File: config.mk
export PLATFORM = sky130hd
export DESIGN_NAME = event_encoder_4x2_flat
export DESIGN_NICKNAME = d
export VERILOG_FILES = /design/src/rtl/event_encoder_4x2_pkg.sv /design/src/rtl/event_encoder_4x2_if.sv /design/src/rtl/prio_enc_comb.sv /design/src/rtl/event_encoder_4x2.sv /design/src/flat_wrapper.sv
export SDC_FILE = /design/constraint.sdc
export NUM_CORES = 1
export LEC_CHECK = 0
export CAP_MARGIN = 20
export CELL_PAD_IN_SITES_DETAIL_PLACEMENT = 0
export CELL_PAD_IN_SITES_GLOBAL_PLACEMENT = 1
export CORE_MARGIN = 3
export CORE_UTILIZATION = 39
export CTS_BUF_LIST = sky130_fd_sc_hd__clkbuf_4
export DETAILED_ROUTE_END_ITERATION = 16
export PLACE_DENSITY = 0.87
export REMOVE_ABC_BUFFERS = 1
export SYNTH_ARGS = -nofsm -noshare
export SYNTH_HDL_FRONTEND = slang
export SYNTH_SLANG_ARGS = --single-unit
export TNS_END_PERCENT = 5
File: constraint.sdc
create_clock -name clk -period 3.4 [get_ports clk]
set_input_delay 0.68 -clock clk [delete_from_list [all_inputs] [get_ports clk]]
set_output_delay 0.68 -clock clk [all_outputs]
set_load 0.005 [all_outputs]
File: src/rtl/event_encoder_4x2_pkg.sv
// Shared constants and helpers for the event encoder.
//   clog2    : ceiling log2, used to size index codes
//   popcount : number of set bits in a vector of up to 32 bits
package enc_pkg;

    localparam int unsigned NUM_IN_DEF     = 4;
    localparam int unsigned CODE_W_DEF     = 2;
    localparam int unsigned DROP_CNT_W_DEF = 4;

    function automatic int unsigned clog2(input int unsigned n);
        int unsigned r;
        r = 0;
        for (int i = 0; i < 32; i++) begin
            if ((64'd1 << i) < 64'(n)) begin
                r = i + 1;
            end
        end
        return r;
    endfunction

    function automatic int unsigned popcount(input logic [31:0] v);
        int unsigned c;
        c = 0;
        for (int i = 0; i < 32; i++) begin
            if (v[i]) begin
                c++;
            end
        end
        return c;
    endfunction

endpackage

File: src/rtl/event_encoder_4x2_if.sv
// Code-based valid/ready output channel of the event encoder.
//   out_code  : binary index of the emitted event
//   out_valid : out_code holds an event
//   out_ready : consumer accepts when out_valid & out_ready
// master = encoder side, slave = consumer side.
interface event_encoder_4x2_if
    import enc_pkg::*;
#(
    parameter int unsigned CODE_W = CODE_W_DEF
) ();

    logic [CODE_W-1:0] out_code;
    logic              out_valid;
    logic              out_ready;

    modport master (
        output out_code,
        output out_valid,
        input  out_ready
    );

    modport slave (
        input  out_code,
        input  out_valid,
        output out_ready
    );

endinterface

File: src/rtl/prio_enc_comb.sv
// Combinational fixed-priority encoder.
//   in  : request vector
//   idx : index of the highest set bit (0 when none set)
//   any : |in
module prio_enc_comb #(
    parameter int unsigned NUM_IN = 4,
    parameter int unsigned CODE_W = 2
) (
    input  logic [NUM_IN-1:0] in,
    output logic [CODE_W-1:0] idx,
    output logic              any
);

    // Ascending scan: the last hit wins, so the highest set bit is reported.
    always_comb begin
        idx = '0;
        for (int i = 0; i < NUM_IN; i++) begin
            if (in[i]) begin
                idx = CODE_W'(i);
            end
        end
    end

    assign any = |in;

endmodule

File: src/rtl/event_encoder_4x2.sv
// Event encoder: captures single-cycle pulses on NUM_IN request lines as pending
// bits and emits each one as a binary index code over a valid/ready channel,
// highest index first. Events re-raised while still pending are counted as drops.
//   clk      : rising-edge clock
//   rst      : asynchronous active-high reset
//   req      : event pulses, any number per cycle
//   clr_ovf  : synchronous clear of ovf and drop_cnt
//   busy     : events pending or a code on the output
//   ovf      : sticky, at least one event dropped
//   drop_cnt : saturating dropped-event count
//   out_if   : code/valid/ready output channel (master side)
module event_encoder_4x2
    import enc_pkg::*;
#(
    parameter int unsigned NUM_IN     = NUM_IN_DEF,
    parameter int unsigned CODE_W     = CODE_W_DEF,
    parameter int unsigned DROP_CNT_W = DROP_CNT_W_DEF
) (
    input  logic                  clk,
    input  logic                  rst,
    input  logic [NUM_IN-1:0]     req,
    input  logic                  clr_ovf,
    output logic                  busy,
    output logic                  ovf,
    output logic [DROP_CNT_W-1:0] drop_cnt,
    event_encoder_4x2_if.master   out_if
);

    if (NUM_IN < 2 || NUM_IN > 32 || CODE_W != clog2(NUM_IN)) begin : g_bad_param
        $error("event_encoder_4x2: CODE_W must equal clog2(NUM_IN), 2 <= NUM_IN <= 32");
    end

    localparam logic [31:0] CntMax = (32'd1 << DROP_CNT_W) - 32'd1;

    logic [NUM_IN-1:0]     pend_q, pend_d;
    logic [NUM_IN-1:0]     take;
    logic [NUM_IN-1:0]     drop_vec;
    logic [CODE_W-1:0]     sel;
    logic                  pend_any;
    logic                  load;
    logic [CODE_W-1:0]     out_code_q;
    logic                  out_valid_q;
    logic                  ovf_q, ovf_d;
    logic [DROP_CNT_W-1:0] drop_cnt_q, drop_cnt_d;
    logic [31:0]           n_drop, cnt_base, cnt_sum;

    prio_enc_comb #(
        .NUM_IN (NUM_IN),
        .CODE_W (CODE_W)
    ) u_prio (
        .in  (pend_q),
        .idx (sel),
        .any (pend_any)
    );

    // Output register is free when empty or its current code is being accepted.
    assign load = ~out_valid_q | out_if.out_ready;

    always_comb begin
        take = '0;
        if (load && pend_any) begin
            take[sel] = 1'b1;
        end
    end

    // A request landing on the bit being taken starts a fresh event, not a drop.
    assign pend_d   = (pend_q & ~take) | req;
    assign drop_vec = req & pend_q & ~take;

    // Clear first, then add this cycle's drops, saturating at all-ones.
    always_comb begin
        n_drop     = 32'(popcount(32'(drop_vec)));
        cnt_base   = clr_ovf ? 32'd0 : 32'(drop_cnt_q);
        cnt_sum    = cnt_base + n_drop;
        drop_cnt_d = (cnt_sum > CntMax) ? CntMax[DROP_CNT_W-1:0] : cnt_sum[DROP_CNT_W-1:0];
        ovf_d      = (ovf_q & ~clr_ovf) | (n_drop != 32'd0);
    end

    always_ff @(posedge clk or posedge rst) begin
        if (rst) begin
            pend_q      <= '0;
            out_code_q  <= '0;
            out_valid_q <= 1'b0;
            ovf_q       <= 1'b0;
            drop_cnt_q  <= '0;
        end else begin
            pend_q     <= pend_d;
            ovf_q      <= ovf_d;
            drop_cnt_q <= drop_cnt_d;
            if (load) begin
                if (pend_any) begin
                    out_code_q  <= sel;
                    out_valid_q <= 1'b1;
                end else begin
                    out_valid_q <= 1'b0;
                end
            end
        end
    end

    assign out_if.out_code  = out_code_q;
    assign out_if.out_valid = out_valid_q;
    assign busy             = (|pend_q) | out_valid_q;
    assign ovf              = ovf_q;
    assign drop_cnt         = drop_cnt_q;

endmodule

File: src/flat_wrapper.sv
// flat-port wrapper written by rule: the top's interface ports become plain ports
module event_encoder_4x2_flat import enc_pkg::*;
#(
    parameter int unsigned NUM_IN     = NUM_IN_DEF,
    parameter int unsigned CODE_W     = CODE_W_DEF,
    parameter int unsigned DROP_CNT_W = DROP_CNT_W_DEF
)
  (clk, rst, req, clr_ovf, busy, ovf, drop_cnt, out_if_out_code, out_if_out_valid, out_if_out_ready);
  event_encoder_4x2_if #(.CODE_W(CODE_W)) out_if_i ();
  input  logic clk;
  input  logic rst;
  input  logic [NUM_IN-1:0] req;
  input  logic clr_ovf;
  output logic busy;
  output logic ovf;
  output logic [DROP_CNT_W-1:0] drop_cnt;
  output wire logic [$bits(out_if_i.out_code)-1:0] out_if_out_code;
  output wire logic [$bits(out_if_i.out_valid)-1:0] out_if_out_valid;
  input wire logic [$bits(out_if_i.out_ready)-1:0] out_if_out_ready;
  assign out_if_out_code = out_if_i.out_code;
  assign out_if_out_valid = out_if_i.out_valid;
  assign out_if_i.out_ready = out_if_out_ready;
  event_encoder_4x2 #(.NUM_IN(NUM_IN), .CODE_W(CODE_W), .DROP_CNT_W(DROP_CNT_W)) u_core (.clk(clk), .rst(rst), .req(req), .clr_ovf(clr_ovf), .busy(busy), .ovf(ovf), .drop_cnt(drop_cnt), .out_if(out_if_i));
endmodule
==> impl_results.md <==
- Wire per inst: around 13 um
- GRT overflow: 0
- Peak supply drop: roughly 0.37 mV
- Worst R2R Setup Slack: ~0.59 ns
- GRT Overall Usage: 15.48%
- Hold crit path type: flip-flop to flip-flop
- Min-delay src: u_core.out_if.out_code[1]$_DFFE_PP0P_
- Cells after Synth: 91
- Cell Rows: 16
- Avg Inst Size Synth: between 9 and 10 um2
- Lkg Pwr: between 0.5 and 0.6 nW
- Number of max-cap violations: 0
- IO Port Bufs: 16
- 1st-iter DRT viols: 10
- Hold Violations, Final: 0
- Layout cells sized above 1: 29.51%
- Initial Util: a little over two fifths
- Run status: complete, no violations
- Hold buffer count at cts: 0
- Cells after DPL: 144
- Clock transition at the registers of the reported paths: 0.08 ns
- Die area: about 2700 um2
- Fin cells: 149
- Global-route wire length before repair: 3174 um
- Residual DRC: 0
- Critical Path Start Type: input pin
- Via count: 730
- Worst skew pair latency: 0.27 ns
- Setup violators final: 0
- CTS Sinks: 12
- Synth-to-layout area growth: 49.02%
- First drt pass iteration count: 4
- Final HPWL DP: 1471 um
- Most frequent cells in the layout: clkdlybuf4s50_1, buf_4, dfrtp_1, nor2_1, nor2b_1
- Post-synthesis instance area: between 800 and 900 um2
- Slowest cell on crit path: clkdlybuf4s50_1
- Seq/Total Area, Yosys: between 30 and 40%
- RSZ-0062 raised after global routing: no
- Worst EP arrival: 3.40 ns
- Die extent in x: 52.12 um
- PD cells: 434.8 nW/um2
- Main synth FF type: dfrtp_1
- Final Max Tran Viols: 0
- Post-synth EDFFs: 0
- Ys async rst share: 100.0%
- Core area: 1982 um2
- Final Cycle Share: 95.14%
- Nets: 139
- CTS max path bufs: 2
- Total Power: 0.5375 mW
- Crit-path cells: clkdlybuf4s50_1, or2b_1, nand2_2, o21ai_2, nor2_2, inv_1, ha_2, mux2i_4, ha_4, mux2_4, fa_2, nand2_2, nand2b_1, a21oi_2, nand2b_1
- CP peak stage delay: 0.41 ns
- Synth warn: 0
- #FFs+latches synth: 12
- Via-to-Cell Ratio: a little under 5
- Largest net degree at the start of global routing: 13
- Vias in the first global route: between 700 and 800
- Final ANT Viol Nets: 0
- Post-synthesis cell type count: 31
- Initial antenna violation count: 0
- Htree depth: 1
- Design area: 1236 um2
- Crit Path Category: input pin to flip-flop
- Root buffer cell: clkbuf_4
- RR Endpoint: u_core.drop_cnt[0]$_DFF_PP0_
- Critical Path Sink Type: flip-flop
- CTS tree: yes
- Most common cell after layout, fill and taps aside: clkdlybuf4s50_1
- Hold path cells: 2
- RePlAce Congestion: ~0.72
- N_diodes: 0
- CP required: between 3 and 4 ns
- Hold Path End: u_core.out_if.out_code[1]$_DFFE_PP0P_
- Fin crit period: 3.235 ns
- I/O pins: 17
- WL final: 1933 um
- Critical-path maximum fanout: 3
- CTS Buf Count: 3
- Die height: 52.12 um
- Worst Skew: just over 0.005 ns
- Reg2Reg Depth: 14
- Fmax: between 0.3 and 0.4 GHz
- Area after DPL: roughly 1100 um2
- R2r startpoint: u_core.out_if.out_valid$_DFFE_PP0P_
-- registers in the layout, indices dropped and copies added, names as in the netlist --
name                     count
u_core.out_if.out_valid      1
u_core.pend_q                4
u_core.ovf                   1
u_core.out_if.out_code       2
u_core.drop_cnt              4
-- per-stage QoR --
step / worst slack (ns) / utilization, % / hold WS, ns / TNS [ns]
5_1_grt: 0.02740 / 62.37 / 0.5631 / 0
3_5_place_dp: -0.3014 / 55.37 / 0.5109 / -1.085
4_1_cts: 0.02423 / 56.88 / 0.5291 / 0
6_report: 0.1653 / 62.37 / 0.5183 / 0
2_1_floorplan: 0.2656 / - / 0.4728 / 0
3_3_place_gp: -0.2297 / 55.37 / 0.4963 / -0.7814
-- area by class of cell --
cell class / count / area (um2)
repair buffers: 29 / 257.7
clock inverters: 1 / 3.754
flip-flops and latches: 12 / 300.3
inverters: 6 / 22.52
clock buffers: 3 / 22.52
well taps: 27 / 33.78
fillers: 173 / 745.7
multi-input cells: 71 / 595.6
-- worst max-delay path: cells and delay by family --
kind            cells  cell delay, ns
buf+inv             2            0.48
compound gates      2            0.20
simple gates        6            0.75
fa+ha+maj           3            0.80
mux                 2            0.49
-- synth_stat cells (2+ instances only) --
cell type  count  area share, %
o21bai_1       2            1.8
nand3_1        5            3.0
nand2_1        6            2.7
inv_1          6            2.7
o21ai_0        6            3.6
ha_1           7             11
nand2b_1       4            3.0
a21oi_1        4            2.4
mux2i_1        2            2.4
nand3b_1       2            1.8
a21o_1         2            1.8
xnor2_1        3            3.2
dfrtp_1       12             36
nor2b_1        7            5.3
nor2_1         7            3.2
-- power breakdown --
| part | internal (mW) | switching [mW] |
|---|---|---|
| Sequential | 0.171 | 0.0161 |
| Clock | 0.0424 | 0.0474 |
| Combinational | 0.151 | 0.110 |
-- worst max-delay path by stage --
stage	cells past startpoint	slack, ns	start	endpoint
6_report	15	0.17	out_if_out_ready	u_core.drop_cnt[0]$_DFF_PP0_
5_1_grt	15	0.03	out_if_out_ready	u_core.drop_cnt[1]$_DFF_PP0_
4_1_cts	15	0.02	out_if_out_ready	u_core.drop_cnt[0]$_DFF_PP0_
3_5_place_dp	15	-0.30	out_if_out_ready	u_core.drop_cnt[0]$_DFF_PP0_
3_3_place_gp	14	-0.23	out_if_out_ready	u_core.drop_cnt[1]$_DFF_PP0_
2_1_floorplan	13	0.27	out_if_out_ready	u_core.drop_cnt[0]$_DFF_PP0_
-- what timing repair did --
action                     4_1_cts  5_1_grt
resized for setup                2       21
pin swaps                        1        5
setup buffers                    0        1
setup endpoints to repair        2        4
-- routing by layer --
metal	GRT usage (%)	vias up	routed length (um)
met3	3.152	0	62
li1	-	373	-
met5	0	-	0
met1	21.22	343	927
met4	1.310	0	0
met2	25.94	14	943
-- cell families after synthesis --
logic type,count (synthesis),share of synthesized area [%]
other,1,0.4521
adders and majority gates,8,12.97
DFF,12,36.20
xor gates and xnor gates,3,3.168
AOI/OAI and AO/OA,19,14.18
muxes,3,3.771
and+or+nand+nor,37,24.58
buffers and inverters,8,4.675
Note: power is estimated with default switching activity, not from simulation.
